<file path="config.mk">
export PLATFORM = sky130hd
export DESIGN_NAME = imm_encoder_flat
export DESIGN_NICKNAME = d
export VERILOG_FILES = /design/src/rtl/imm_encoder_if.sv /design/src/rtl/imm_encoder.sv /design/src/flat_wrapper.sv
export SDC_FILE = /design/constraint.sdc
export NUM_CORES = 1
export LEC_CHECK = 0
export BUFFER_PORTS_ARGS = -buffer_cell sky130_fd_sc_hd__buf_2
export CAP_MARGIN = 20
export CORE_MARGIN = 5
export CORE_UTILIZATION = 57
export CTS_BUF_LIST = sky130_fd_sc_hd__clkbuf_8
export DETAILED_ROUTE_END_ITERATION = 16
export PLACE_DENSITY = 0.8
export SKIP_LAST_GASP = 1
export SYNTH_ARGS = -nofsm -noshare
export SYNTH_HDL_FRONTEND = slang
export SYNTH_SLANG_ARGS = --single-unit
export TNS_END_PERCENT = 20
</file>
<file path="constraint.sdc">
create_clock -name clk -period 4.3 [get_ports clk]
set_input_delay 0.645 -clock clk [delete_from_list [all_inputs] [get_ports clk]]
set_output_delay 0.645 -clock clk [all_outputs]
set_load 0.1 [all_outputs]
</file>
<file path="src/rtl/imm_encoder_if.sv">
// Request/result bundle for the immediate encoder.
// The master side issues start/Value/Mode and the slave side returns busy/done/ok/Imm24.
interface imm_encoder_if;
    logic        start;
    logic [31:0] Value;
    logic [1:0]  Mode;
    logic        busy;
    logic        done;
    logic        ok;
    logic [23:0] Imm24;

    modport master (
        output start, Value, Mode,
        input  busy, done, ok, Imm24
    );

    modport slave (
        input  start, Value, Mode,
        output busy, done, ok, Imm24
    );
endinterface

</file>
<file path="src/rtl/imm_encoder.sv">
// Encodes a 32-bit constant or byte offset into the low 24 bits of an instruction word.
// Data-processing immediates are found by a serial search over the 16 even rotations,
// one candidate per cycle. Load/store offsets, branch offsets and the reserved mode
// all resolve on the first search cycle.
module imm_encoder (
    input  logic       clk,
    input  logic       rst_n,
    imm_encoder_if.slave bus
);

    typedef enum logic {
        IDLE,
        SEARCH
    } state_t;

    state_t      state;
    logic [3:0]  rc;
    logic [31:0] val_q;
    logic [1:0]  mode_q;
    logic        busy_q;
    logic        done_q;
    logic        ok_q;
    logic [23:0] imm_q;

    logic [5:0]  sh;
    logic [31:0] rot;
    logic        fin;
    logic        ok_n;
    logic [23:0] imm_n;

    // Evaluate the current candidate; non-rotation modes finish immediately.
    // At rc=0 the right shift is by 32 and yields zero, so rot equals val_q.
    always_comb begin
        sh    = {1'b0, rc, 1'b0};
        rot   = (val_q << sh) | (val_q >> (6'd32 - sh));
        fin   = 1'b1;
        ok_n  = 1'b0;
        imm_n = '0;
        case (mode_q)
            2'b00: begin
                ok_n = (rot[31:8] == 24'd0);
                fin  = ok_n || (rc == 4'd15);
                if (ok_n) imm_n = {12'b0, rc, rot[7:0]};
            end
            2'b01: begin
                ok_n = (val_q[31:12] == 20'd0);
                if (ok_n) imm_n = {12'b0, val_q[11:0]};
            end
            2'b10: begin
                ok_n = (val_q[1:0] == 2'b00) && (val_q[31:26] == {6{val_q[25]}});
                if (ok_n) imm_n = val_q[25:2];
            end
            default: begin
                ok_n  = 1'b0;
                imm_n = '0;
            end
        endcase
    end

    // Request sequencing: capture in IDLE, step the rotation counter in SEARCH.
    always_ff @(posedge clk or negedge rst_n) begin
        if (!rst_n) begin
            state  <= IDLE;
            rc     <= '0;
            val_q  <= '0;
            mode_q <= '0;
            busy_q <= 1'b0;
            done_q <= 1'b0;
            ok_q   <= 1'b0;
            imm_q  <= '0;
        end else begin
            done_q <= 1'b0;
            case (state)
                IDLE: begin
                    if (bus.start) begin
                        val_q  <= bus.Value;
                        mode_q <= bus.Mode;
                        rc     <= '0;
                        busy_q <= 1'b1;
                        state  <= SEARCH;
                    end
                end
                SEARCH: begin
                    if (fin) begin
                        done_q <= 1'b1;
                        ok_q   <= ok_n;
                        imm_q  <= imm_n;
                        busy_q <= 1'b0;
                        state  <= IDLE;
                    end else begin
                        rc <= rc + 4'd1;
                    end
                end
                default: state <= IDLE;
            endcase
        end
    end

    assign bus.busy  = busy_q;
    assign bus.done  = done_q;
    assign bus.ok    = ok_q;
    assign bus.Imm24 = imm_q;

endmodule

</file>
<file path="src/flat_wrapper.sv">
// flat-port wrapper written by rule: the top's interface ports become plain ports
module imm_encoder_flat 
  (clk, rst_n, bus_start, bus_Value, bus_Mode, bus_busy, bus_done, bus_ok, bus_Imm24);
  imm_encoder_if bus_i ();
  input  logic clk;
  input  logic rst_n;
  input wire logic [$bits(bus_i.start)-1:0] bus_start;
  input wire logic [$bits(bus_i.Value)-1:0] bus_Value;
  input wire logic [$bits(bus_i.Mode)-1:0] bus_Mode;
  output wire logic [$bits(bus_i.busy)-1:0] bus_busy;
  output wire logic [$bits(bus_i.done)-1:0] bus_done;
  output wire logic [$bits(bus_i.ok)-1:0] bus_ok;
  output wire logic [$bits(bus_i.Imm24)-1:0] bus_Imm24;
  assign bus_i.start = bus_start;
  assign bus_i.Value = bus_Value;
  assign bus_i.Mode = bus_Mode;
  assign bus_busy = bus_i.busy;
  assign bus_done = bus_i.done;
  assign bus_ok = bus_i.ok;
  assign bus_Imm24 = bus_i.Imm24;
  imm_encoder u_core (.clk(clk), .rst_n(rst_n), .bus(bus_i));
endmodule
</file>
Word-level counts from Yosys, hierarchy flattened
Index checks and enable logic that the tools add are counted.

word-level totals
  bits in registers = 66
  latch bits = 0
  memory bits (writable) = 0
  memories kept = 0
  input bits = 37
  bits in read-only memories = 0
  output and inout bits = 27

operators by class
  equal/unequal tests = 7
  reduce and logical (&&, ||, !) cells = 10
  multipliers = 0
  bitwise operators = 2
  shift-type cells = 2
  $add $sub $neg = 2
  multiplexer cells = 17
  order comparisons = 0
  divide/modulo/power cells = 0

operators by type and width
  operator                                                               number
  24-bit one-hot mux with 3 select lines                                 1
  32-bit bitwise OR                                                      1
  32-bit by 5-bit left shift with 32-bit output                          1
  32-bit by 6-bit right shift with 32-bit output                         1
  24-bit zero test                                                       1
  12-bit 2-to-1 mux                                                      2
  24-bit 2-to-1 mux                                                      1
  20-bit zero test                                                       1
  4-bit 2-to-1 mux                                                       2
  4-bit one-hot mux with 2 select lines                                  1
  2-bit AND reduction                                                    4
  1-bit 2-to-1 mux                                                       7
  6-bit equality test                                                    1
  2-bit inequality test, second input constant                           3
  6-bit by 5-bit subtractor with 6-bit output, first input constant      1
  4-bit by 1-bit adder with 4-bit output, second input constant          1
  4-bit equality test, second input constant                             1
  2-bit zero test                                                        2
  1-bit one-hot mux with 2 select lines                                  2
  1-bit one-hot mux with 3 select lines                                  1
  2-bit by 1-bit equality test with 1-bit output, second input constant  1
  2-bit equality test, second input constant                             1
  1-bit logical AND                                                      1
  1-bit logical OR                                                       1
  1-bit inverter                                                         1

Depth between registers and ports, before layout
Gate-level depths: netlist (run 1).

  depth after elaboration = 8
  depth in mapped cells = 17
  mapped depth without buffers = 10

Worst setup path after synthesis (run 1)
No wires, ideal clock.

  path kind = register to register
  start point = reg u_core.rc[0]
  end point = reg u_core.imm_q[10], in the netlist u_core.bus.Imm24[10]
  stages on the path, launching flop included = 16
  setup time = 0.126 ns
  period minus slack after synthesis = 3.717 ns
  slack = 0.583 ns
  data arrival time = 3.591 ns
  buffers on the path = 5
  cell sequence = dfrtp_1 buf_4 buf_6 inv_2 ha_1 buf_6 mux4_2 or4_1 o22ai_1 a21oi_1 a311oi_2 nand4_2 a21boi_2 buf_6 buf_12 mux2_4

between the ends
  word-level cells in the longest chain between the ends = 7
  elaborated cells between the ends (all ways) = 11
  those cells by class = 1 x add/sub; 1 x eq/ne; 2 x shift; 3 x mux; 1 x bitwise; 3 x reduce/logical

ends and longest elaborated chain
  element                                         RTL line           RTL
  start, declared                                 imm_encoder.sv:17  logic [3:0] rc;
  start signal, assigned                          imm_encoder.sv:91  rc <= rc + 4'd1;
  6-bit by 5-bit subtractor with 6-bit output     imm_encoder.sv:35  rot = (val_q << sh) | (val_q >> (6'd32 - sh));
  32-bit by 6-bit right shift with 32-bit output  imm_encoder.sv:35
  32-bit bitwise OR                               imm_encoder.sv:35
  24-bit zero test                                imm_encoder.sv:41  ok_n = (rot[31:8] == 24'd0);
  1-bit logical OR                                imm_encoder.sv:42  fin = ok_n || (rc == 4'd15);
  1-bit 2-to-1 mux                                imm_encoder.sv:39  case (mode_q)
  2-bit AND reduction (no line)                   --
  end signal, assigned                            imm_encoder.sv:87  imm_q <= imm_n;
  end, declared                                   imm_encoder.sv:23  logic [23:0] imm_q;

Several ways; a longest one is shown, not always the timed one.
A chain may end at the register's enable or synchronous reset.

Final worst setup path (run 1)
  start point = reg u_core.rc[0]
  end point = reg u_core.imm_q[16], in the netlist u_core.bus.Imm24[16]

between the ends
  word-level cells in the longest chain between the ends = 7
  elaborated cells between the ends (all ways) = 9
  those cells by class = 1 x add/sub; 1 x eq/ne; 2 x shift; 1 x mux; 1 x bitwise; 3 x reduce/logical

ends and longest elaborated chain
  element                                         RTL line
  6-bit by 5-bit subtractor with 6-bit output     imm_encoder.sv:35
  32-bit by 6-bit right shift with 32-bit output  imm_encoder.sv:35
  32-bit bitwise OR                               imm_encoder.sv:35
  24-bit zero test                                imm_encoder.sv:41
  1-bit logical OR *                              imm_encoder.sv:42
  1-bit 2-to-1 mux *                              imm_encoder.sv:39
  2-bit AND reduction (no line) *                 --

Every way passes the cells marked *; elsewhere a longest branch is shown, timed or not.

==> key figures, run 1 <==
Floorplan
  – Die Wd: 105 µm
  – Core area: 8720 µm²
  – I/O pin total: 64
  – Rows: 34
  – Starting Density: 0.585
  – Die Area: 10900 µm²
  – Die Y: 105 µm

CTS
  – Clock transition at path regs: 0.08 ns
  – CTS tree: yes
  – Clock Path Buffers: 2
  – H-tree Lvls: 3
  – Hold_buf cts: 0
  – Root Buffer: clkbuf_8
  – CTS sink count: 66
  – Post-CTS setup buffer count: 0
  – Cells resized by post-CTS repair: 0
  – CTS Buf Count: 9
  – Clk Latency, worst-skew pair: 0.35 ns

Detailed routing
  – DRT met1 WL: 6290 µm
  – Metal3 WL: 1500 µm
  – Iteration-0 DRC Markers: 538
  – DR vias/cell: 6.50
  – Antenna viol nets, final: 0
  – Met2 Wirelength: 6840 µm
  – Residual DRC count: 0
  – Vias: 4694
  – Routed length per instance: 20.9 µm
  – Post-Route WL: 15100 µm
  – DR top layer: met4
  – TritonRoute pass-1 iters: 5

Placement
  – Gpl congestion: 0.997
  – Pre-CTS setup slack: 0.510 ns
  – Detailed placer's ending HPWL: 10800 µm
  – # port buffers: 63

Job
  – Max-Cap Viols: 0

STA
  – Fin Hold WS: 0.349 ns
  – Final Setup Violations: 0
  – Worst clock skew: 0.0118 ns
  – Minimum clock period: 3.82 ns
  – F_max: 262 MHz
  – Final hold violation count: 0
  – Slew HR: 0.291
  – RSZ-0062 raised after global routing: false
  – Crit share post-route: 0.889
  – Worst-Margin Slew: 1.06 ns
  – Worst setup slack after layout: 0.477 ns
  – Max-slew violations: 0
  – Setup TNS: 0 ns

Setup path
  – Critical Path Slowest Stage Cell: mux4_2
  – Worst-path cell chain: inv_2, ha_1, buf_12, mux4_2, nor4_1, and3_1, a211oi_1, nor4_1, nand4_2, a21boi_4, buf_4, buf_4, mux2i_1
  – Worst EP arrival: 4.10 ns
  – Worst Path Required: 4.57 ns
  – Setup crit end kind: flip-flop
  – Crit Path Class: flip-flop to flip-flop
  – CP peak stage delay: 0.52 ns
  – Bufs and invs on worst path: 4
  – Maximum fanout along the worst path: 27
  – Crit-path leading delay family: simple AND/OR/NAND/NOR gates
  – Worst Setup Start Kind: flip-flop

Cells and area
  – Core Util, Final: 0.642
  – Share of layout cells above drive strength 1: 0.251
  – Diode count: 0
  – Nets@finish: 648
  – Fill cell count: 755
  – Area Growth Syn to Fin: 9.81%

Global route
  – Initial antenna violation count: 0
  – First-pass GRT wire length: 24800 µm
  – Vias in the first global route: 4625
  – Largest net degree at the start of global routing: 79
  – Total Routing Usage GR: 0.280
  – Gr ovfl total: 0

Synth
  – Synth warn: 0
  – #FFs+latches synth: 66
  – Post-synthesis cell type count: 64
  – Mapped Cells: 581
  – Sequential fraction of the synthesis area: 0.324
  – Post-Syn Area: 5100 µm²
  – Syn_area_per_cell: 8.78 µm²
  – Syn Nets: 620
  – Ys flop type: dfrtp_1
  – Post-synth EDFFs: 0
  – Ys async rst share: 1.00

Power and ir drop
  – P_leak: 2.50 nW
  – Worst VDD drop: 543 µV
  – Pwr per Cell Area: 910 nW/µm²

Status
  – Status: completed

Min path
  – Hold crit path type: input pin to asynchronous set/reset pin
## state kept, by name, indices dropped and copies added (netlist names)
register	cells
u_core.bus.Imm24	24
u_core.bus.busy	1
u_core.state	1
u_core.rc	4
u_core.mode_q	2
u_core.bus.ok	1
u_core.bus.done	1
u_core.val_q	32
## through the flow
stage	std cells	power, mW	cell area, µm²
finish	722	5.10	5600
floorplan	581	3.71	5100
CTS	722	5.03	5600
global route	722	5.42	5600
global placement	706	4.45	5400
detailed placement	706	4.47	5400
## worst paths after layout
| check | from | to | slack [ns] | cells after the start |
|---|---|---|---|---|
| min in group clk | bus_Value[13] | u_core.val_q[13] | 0.48 | 3 |
| max in group asynchronous | rst_n | u_core.bus.busy | 3.04 | 2 |
| worst max-delay path | u_core.rc[0] | u_core.bus.Imm24[16] | 0.48 | 13 |
| worst max register to register | u_core.rc[0] | u_core.bus.Imm24[16] | 0.48 | 13 |
| worst min-delay path | rst_n | u_core.bus.Imm24[15] | 0.35 | 1 |
| worst min register to register | u_core.bus.Imm24[10] | u_core.bus.Imm24[10] | 0.51 | 1 |
## synthesized netlist by cell type, drive strengths merged (6+ instances only)
cell type	n	area share
a211oi	6	0.0088
a21oi	25	0.025
a22oi	13	0.019
a32oi	6	0.010
buf	20	0.030
clkbuf	42	0.031
dfrtp	66	0.32
inv	23	0.017
mux2	15	0.038
mux2i	31	0.061
mux4	29	0.13
nand2	141	0.10
nand3	6	0.0059
nor2	29	0.021
nor3	11	0.011
nor4	15	0.018
o21ai	19	0.019
o31ai	16	0.025
or2	9	0.011
## area by class of cell
| type | instances | area [µm²] | share of cell area |
|---|---|---|---|
| Timing Repair Buffer | 79 | 460 | 0.0822 |
| Sequential cell | 66 | 1650 | 0.295 |
| Inverter | 23 | 86.3 | 0.0154 |
| Clock buffer | 11 | 151 | 0.0270 |
| Multi-Input combinational cell | 430 | 3060 | 0.547 |
| Clock inverter | 5 | 53.8 | 0.00960 |
| Tap cell | 108 | 135 | 0.0241 |
## layer usage
metal  global-route usage  vias up
met1                0.402     2227
met2                0.416      292
met3               0.0592       41
li1                     -     2134
met5                    0        -
met4                0.113        0
## cell usage in the layout (no fill, tap or decap), types with 3 or more instances in the layout
master,synthesis,routed
or4_1,3,3
o31ai_1,15,15
inv_1,21,22
nor2_1,29,29
o21ai_0,17,17
a22oi_1,13,13
nor3_1,11,11
or2_2,5,5
and3_1,3,3
a32oi_1,6,6
nand3_1,6,6
nor4_1,15,15
dfrtp_1,66,65
a31oi_1,4,4
nand2b_1,5,5
mux2i_1,31,31
nand2_1,140,140
mux2_4,7,7
buf_4,1,14
o32ai_1,3,3
o22ai_1,4,4
clkbuf_8,0,11
a211oi_1,6,6
a21oi_1,25,25
mux2_2,8,8
mux4_2,29,29
buf_2,9,63
nand4_1,4,4
## power breakdown
group	switching [mW]	internal (mW)	leakage (nW)
combinational	1.85	1.31	1.55
sequential	0.569	0.820	0.856
clock	0.254	0.296	0.103
## logic make-up (layout without fill, tap and decap cells)
logic type | after synthesis | count (layout) | share of synthesized area
AOI/OAI and AO/OA | 109 | 109 | 0.146
adders and majority gates | 2 | 2 | 0.00490
muxes | 75 | 75 | 0.227
DFF | 66 | 66 | 0.324
and+or+nand+nor | 242 | 242 | 0.216
buffers and inverters | 85 | 118 | 0.0780
xor gates and xnor gates | 2 | 2 | 0.00343
Power figures use the tool's default switching activity.
==> run 2, diff against run 1 <==
==> constraint.sdc (replaced) <==
create_clock -name clk -period 4.9 [get_ports clk]
set_input_delay 0.735 -clock clk [delete_from_list [all_inputs] [get_ports clk]]
set_output_delay 0.735 -clock clk [all_outputs]
set_load 0.1 [all_outputs]
==> key figures, run 2 (synthesis gave the netlist of run 1 again) <==
CTS
  – Clock Path Buffers: 2 (unchanged)
  – Clk Latency, worst-skew pair: 0.36 ns (was 0.35 ns)
  – Clock transition at path regs: 0.08 ns (about the same)
  – CTS Buf Count: 9 (unchanged)
  – Root Buffer: clkbuf_8 (unchanged)
  – Hold_buf cts: 0 (unchanged)
  – CTS tree: yes (unchanged)
  – Cells resized by post-CTS repair: 0 (unchanged)
  – Post-CTS setup buffer count: 0 (unchanged)
  – CTS sink count: 66 (unchanged)
  – H-tree Lvls: 3 (unchanged)

Cells and area
  – Final std cells w/o fill: 719 (was 722)
  – Commonest non-fill, non-tap cell in the layout: nand2_1 (unchanged)
  – Largest register by flop count: u_core.val_q (unchanged)
  – Area Growth Syn to Fin: 10.4% (was 9.81%)
  – Largest register FFs: 32 (unchanged)
  – Final Cell Area: 5630 µm² (was 5600 µm²)
  – Nets@finish: 645 (was 648)
  – Fill cell count: 737 (was 755)
  – Core Util, Final: 0.645 (was 0.642)
  – Commonest cells after routing, fill and taps aside: 140 x nand2_1, 65 x dfrtp_1, 63 x buf_2 (unchanged)
  – Share of layout cells above drive strength 1: 0.249 (was 0.251)
  – Diode count: 0 (unchanged)

Floorplan
  – Die Area: 10900 µm² (unchanged)
  – Rows: 34 (unchanged)
  – Core area: 8720 µm² (unchanged)
  – Die Wd: 105 µm (unchanged)
  – I/O pin total: 64 (unchanged)
  – Starting Density: 0.585 (unchanged)
  – Die Y: 105 µm (unchanged)

Setup path
  – Maximum fanout along the worst path: 55 (was 27)
  – CP Launch Point: u_core.rc[0] (unchanged)
  – RR Startpoint: u_core.rc[0] (unchanged)
  – Reg2reg path depth: 11 (was 13)
  – CP peak stage delay: 0.61 ns (was 0.52 ns)
  – Worst r2r dst: u_core.bus.Imm24[21] (was u_core.bus.Imm24[16])
  – Most numerous cell on the critical path: buf_4
  – Worst-path cell chain: buf_4, mux4_2, or4_1, o22ai_1, a21oi_1, a311oi_2, nand4_2, buf_4, a21boi_4, buf_4, mux2i_1 (was inv_2, ha_1, buf_12, mux4_2, nor4_1, and3_1, a211oi_1, nor4_1, nand4_2, a21boi_4, buf_4, buf_4, mux2i_1)
  – Worst Path Required: 5.18 ns (was 4.57 ns)
  – Setup crit end kind: flip-flop (unchanged)
  – Crit Path Class: flip-flop to flip-flop (unchanged)
  – Worst EP arrival: 4.38 ns (was 4.10 ns)
  – Critical Path Slowest Stage Cell: mux4_2 (unchanged)
  – Flop2flop setup slack: 0.79 ns (was 0.48 ns)
  – Worst Setup Start Kind: flip-flop (unchanged)

Global route
  – Largest net degree at the start of global routing: 67 (was 79)
  – Vias in the first global route: 4471 (was 4625)
  – Initial antenna violation count: 0 (unchanged)
  – Total Routing Usage GR: 0.273 (was 0.280)
  – First-pass GRT wire length: 24300 µm (was 24800 µm)
  – Gr ovfl total: 0 (unchanged)

Detailed routing
  – Residual DRC count: 0 (unchanged)
  – TritonRoute pass-1 iters: 6 (was 5)
  – Antenna viol nets, final: 0 (unchanged)
  – Vias: 4695 (was 4694)
  – Routed length per instance: 20.7 µm (was 20.9 µm)
  – Iteration-0 DRC Markers: 592 (was 538)
  – DR vias/cell: 6.53 (was 6.50)
  – Post-Route WL: 14900 µm (was 15100 µm)

Placement
  – Gpl congestion: 0.994 (was 0.997)
  – Placed insts: 703 (was 706)
  – Pre-CTS setup slack: 0.824 ns (was 0.510 ns)
  – # port buffers: 63 (unchanged)
  – Detailed placer's ending HPWL: 10400 µm (was 10800 µm)
  – Area after DPL: 5380 µm² (was 5400 µm²)

STA
  – RSZ-0062 raised after global routing: false (unchanged)
  – Worst-Margin Slew: 1.01 ns (was 1.06 ns)
  – Minimum clock period: 4.11 ns (was 3.82 ns)
  – Worst setup slack after layout: 0.795 ns (was 0.477 ns)
  – Slew HR: 0.326 (was 0.291)
  – F_max: 244 MHz (was 262 MHz)
  – Final Setup Violations: 0 (unchanged)
  – Final hold violation count: 0 (unchanged)
  – Crit share post-route: 0.838 (was 0.889)
  – Worst clock skew: 0.0118 ns (about the same)
  – Max-slew violations: 0 (unchanged)
  – Setup TNS: 0 ns (unchanged)

Power and ir drop
  – Pwr per Cell Area: 803 nW/µm² (was 910 nW/µm²)
  – Worst VDD drop: 427 µV (was 543 µV)
  – P_leak: 2.52 nW (was 2.50 nW)

Job
  – Max-Cap Viols: 0 (unchanged)

Min path
  – Hold depth: 1
  – Hold_sp: u_core.bus.Imm24[5]
  – Worst Hold End: u_core.bus.Imm24[5]
  – Hold crit path type: flip-flop to flip-flop (was input pin to asynchronous set/reset pin)

Status
  – Status: completed (unchanged)
run 2: metal layers:
layer / GRT usage / up-vias / part of all wire
met2: 0.408 / 308 / 0.46
met4: 0.0685 / 0 / 0.021
li1: - / 2134 / -
met1: 0.397 / 2218 / 0.40
met5: 0 / - / 0
met3: 0.0752 / 35 / 0.12
run 2: worst max-delay path by stage:
stage                                 to  cells past startpoint
floorplan           u_core.bus.Imm24[10]                     15
global placement    u_core.bus.Imm24[22]                     11
detailed placement  u_core.bus.Imm24[18]                     11
CTS                 u_core.bus.Imm24[21]                     11
global route        u_core.bus.Imm24[19]                     11
finish              u_core.bus.Imm24[21]                     11
run 2: critical path: cells and delay by family (launching register included):
kind | cells | cell delay (ns)
flops | 1 | 0.37
compound gates | 4 | 1.03
mux | 2 | 0.84
simple gates | 2 | 0.64
buf+inv | 3 | 1.10
run 2: layout make-up:
class | count | area (µm²) | share of cell area
sequential | 66 | 1650 | 0.294
multi-input combinational | 430 | 3070 | 0.545
inverter | 23 | 86.3 | 0.0153
clock buffer | 11 | 151 | 0.0269
tap | 108 | 135 | 0.0240
clock inverter | 5 | 101 | 0.0180
timing repair buffer | 76 | 433 | 0.0769
run 2: stage by stage:
stage / hold slack (ns) / total power [mW]
floorplan: 0.439 / 3.26
global placement: 0.489 / 3.82
detailed placement: 0.495 / 3.85
CTS: 0.514 / 4.46
global route: 0.523 / 4.79
finish: 0.506 / 4.52
run 2: power breakdown:
part           total [mW]  leakage (nW)  internal [mW]  switching, mW
registers            1.21         0.856          0.720          0.491
logic                2.72          1.53           1.11           1.60
clock network       0.590         0.127          0.364          0.226
==> run 3, diff against run 2 <==
==> constraint.sdc (replaced) <==
create_clock -name clk -period 4.1 [get_ports clk]
set_input_delay 0.615 -clock clk [delete_from_list [all_inputs] [get_ports clk]]
set_output_delay 0.615 -clock clk [all_outputs]
set_load 0.1 [all_outputs]
==> key figures, run 3 (synthesis gave the netlist of run 1 again) <==
CTS
  – H-tree Lvls: 3 (unchanged)
  – Root Buffer: clkbuf_8 (unchanged)
  – CTS tree: yes (unchanged)
  – Clock transition at path regs: 0.07 ns (was 0.08 ns)
  – Cells resized by post-CTS repair: 0 (unchanged)
  – Post-CTS setup buffer count: 0 (unchanged)
  – CTS sink count: 66 (unchanged)
  – CTS Buf Count: 9 (unchanged)
  – Clk Latency, worst-skew pair: 0.36 ns (about the same)
  – Hold_buf cts: 0 (unchanged)
  – Clock Path Buffers: 2 (unchanged)

Min path
  – Hold crit path type: input pin to asynchronous set/reset pin (was flip-flop to flip-flop)

STA
  – Minimum clock period: 3.82 ns (was 4.11 ns)
  – F_max: 262 MHz (was 244 MHz)
  – Slew HR: 0.338 (was 0.326)
  – Worst-Margin Slew: 0.989 ns (was 1.01 ns)
  – Crit share post-route: 0.932 (was 0.838)
  – RSZ-0062 raised after global routing: false (unchanged)
  – Setup TNS: 0 ns (unchanged)
  – Fin Hold WS: 0.334 ns (was 0.506 ns)
  – Final Setup Violations: 0 (unchanged)
  – Worst setup slack after layout: 0.280 ns (was 0.795 ns)
  – Worst clock skew: 0.0106 ns (was 0.0118 ns)
  – Final hold violation count: 0 (unchanged)
  – Max-slew violations: 0 (unchanged)

Setup path
  – Worst Setup Start Kind: flip-flop (unchanged)
  – Most numerous cell on the critical path: nor4_1 (was buf_4)
  – Crit-path leading delay family: simple AND/OR/NAND/NOR gates (was buffers and inverters)
  – CP peak stage delay: 0.54 ns (was 0.61 ns)
  – Bufs and invs on worst path: 3 (unchanged)
  – Flop2flop setup slack: 0.28 ns (was 0.79 ns)
  – Setup crit end kind: flip-flop (unchanged)
  – CP Launch Point: u_core.rc[0] (unchanged)
  – Worst r2r dst: u_core.bus.ok (was u_core.bus.Imm24[21])
  – Maximum fanout along the worst path: 27 (was 55)
  – Worst-path cell chain: inv_2, ha_1, buf_4, mux4_2, nor4_1, and3_1, a211oi_1, nor4_1, nand4_2, a21boi_4, buf_12, mux2_2 (was buf_4, mux4_2, or4_1, o22ai_1, a21oi_1, a311oi_2, nand4_2, buf_4, a21boi_4, buf_4, mux2i_1)
  – Crit Path Class: flip-flop to flip-flop (unchanged)
  – RR Startpoint: u_core.rc[0] (unchanged)
  – Reg2reg path depth: 12 (was 11)
  – Critical Path Slowest Stage Cell: mux4_2 (unchanged)
  – Worst Path Required: 4.34 ns (was 5.18 ns)
  – Worst EP arrival: 4.06 ns (was 4.38 ns)

Power and ir drop
  – P_leak: 2.49 nW (was 2.52 nW)
  – Pwr per Cell Area: 948 nW/µm² (was 803 nW/µm²)
  – Worst VDD drop: 514 µV (was 427 µV)

Detailed routing
  – TritonRoute pass-1 iters: 5 (was 6)
  – DR vias/cell: 6.49 (was 6.53)
  – Iteration-0 DRC Markers: 372 (was 592)
  – Antenna viol nets, final: 0 (unchanged)
  – Vias: 4685 (was 4695)
  – Routed length per instance: 21.2 µm (was 20.7 µm)
  – Post-Route WL: 15300 µm (was 14900 µm)
  – Residual DRC count: 0 (unchanged)

Floorplan
  – Die Wd: 105 µm (unchanged)
  – Die Area: 10900 µm² (unchanged)
  – Starting Density: 0.585 (unchanged)
  – Die Y: 105 µm (unchanged)
  – Core area: 8720 µm² (unchanged)
  – Rows: 34 (unchanged)
  – I/O pin total: 64 (unchanged)

Placement
  – Gpl congestion: 0.954 (was 0.994)
  – # port buffers: 63 (unchanged)
  – Placed insts: 706 (was 703)
  – Detailed placer's ending HPWL: 10700 µm (was 10400 µm)
  – Pre-CTS setup slack: 0.304 ns (was 0.824 ns)

Global route
  – Initial antenna violation count: 0 (unchanged)
  – First-pass GRT wire length: 25300 µm (was 24300 µm)
  – Total Routing Usage GR: 0.286 (was 0.273)
  – Vias in the first global route: 4538 (was 4471)
  – Gr ovfl total: 0 (unchanged)
  – Largest net degree at the start of global routing: 79 (was 67)

Cells and area
  – Largest register by flop count: u_core.val_q (unchanged)
  – Final std cells w/o fill: 722 (was 719)
  – Commonest non-fill, non-tap cell in the layout: nand2_1 (unchanged)
  – Largest register FFs: 32 (unchanged)
  – Share of layout cells above drive strength 1: 0.252 (was 0.249)
  – Area Growth Syn to Fin: 9.32% (was 10.4%)
  – Diode count: 0 (unchanged)
  – Core Util, Final: 0.639 (was 0.645)
  – Nets@finish: 648 (was 645)
  – Commonest cells after routing, fill and taps aside: 140 x nand2_1, 65 x dfrtp_1, 63 x buf_2 (unchanged)

Job
  – Max-Cap Viols: 0 (unchanged)

Status
  – Status: completed (unchanged)
==> run 3: cell count changes in the layout (fill, tap and decap cells not counted), sizes merged <==
| cell | before | now |
|---|---|---|
| clkbuf | 11 | 10 |
| clkinvlp | 1 | 2 |
| buf | 76 | 79 |
| inv | 24 | 23 |
| bufinv | 3 | 0 |
| clkinv | 0 | 4 |
==> run 3: report_power, final <==
group	internal, mW	leakage [nW]	switching (mW)
clock	0.235	0.0882	0.276
combinational	1.38	1.54	1.95
sequential	0.860	0.856	0.591
total	2.47	2.49	2.82
==> run 3: metrics by stage <==
stage / total power [mW] / cell area, µm²
2_1_floorplan: 3.90 / 5100
3_3_place_gp: 4.68 / 5400
3_5_place_dp: 4.72 / 5400
4_1_cts: 5.24 / 5580
5_1_grt: 5.65 / 5580
6_report: 5.29 / 5580
==> run 3: how the worst max path moves through the flow <==
stage / to / slack, ns / cells past startpoint
finish: u_core.bus.ok / 0.28 / 12
detailed placement: u_core.bus.Imm24[0] / 0.30 / 12
floorplan: u_core.bus.Imm24[10] / 0.38 / 15
CTS: u_core.bus.ok / 0.31 / 12
global route: u_core.bus.Imm24[8] / 0.02 / 12
global placement: u_core.bus.Imm24[4] / 0.47 / 12
==> run 3: final cells by class <==
| cell class | instances | area (µm²) |
|---|---|---|
| Tap cell | 108 | 135 |
| Inverter | 23 | 86.3 |
| Multi-Input combinational cell | 430 | 3060 |
| Clock inverter | 6 | 42.5 |
| Timing Repair Buffer | 79 | 460 |
| Fill cell | 744 | 3140 |
| Sequential cell | 66 | 1650 |
| Clock buffer | 10 | 138 |
==> run 3: layer usage <==
| layer | up-vias | track usage | wire length, µm |
|---|---|---|---|
| li1 | 2140 | - | - |
| met1 | 2248 | 0.417 | 6580 |
| met2 | 263 | 0.424 | 6980 |
| met3 | 34 | 0.0493 | 1350 |
| met4 | 0 | 0.118 | 429 |
| met5 | - | 0 | 0 |
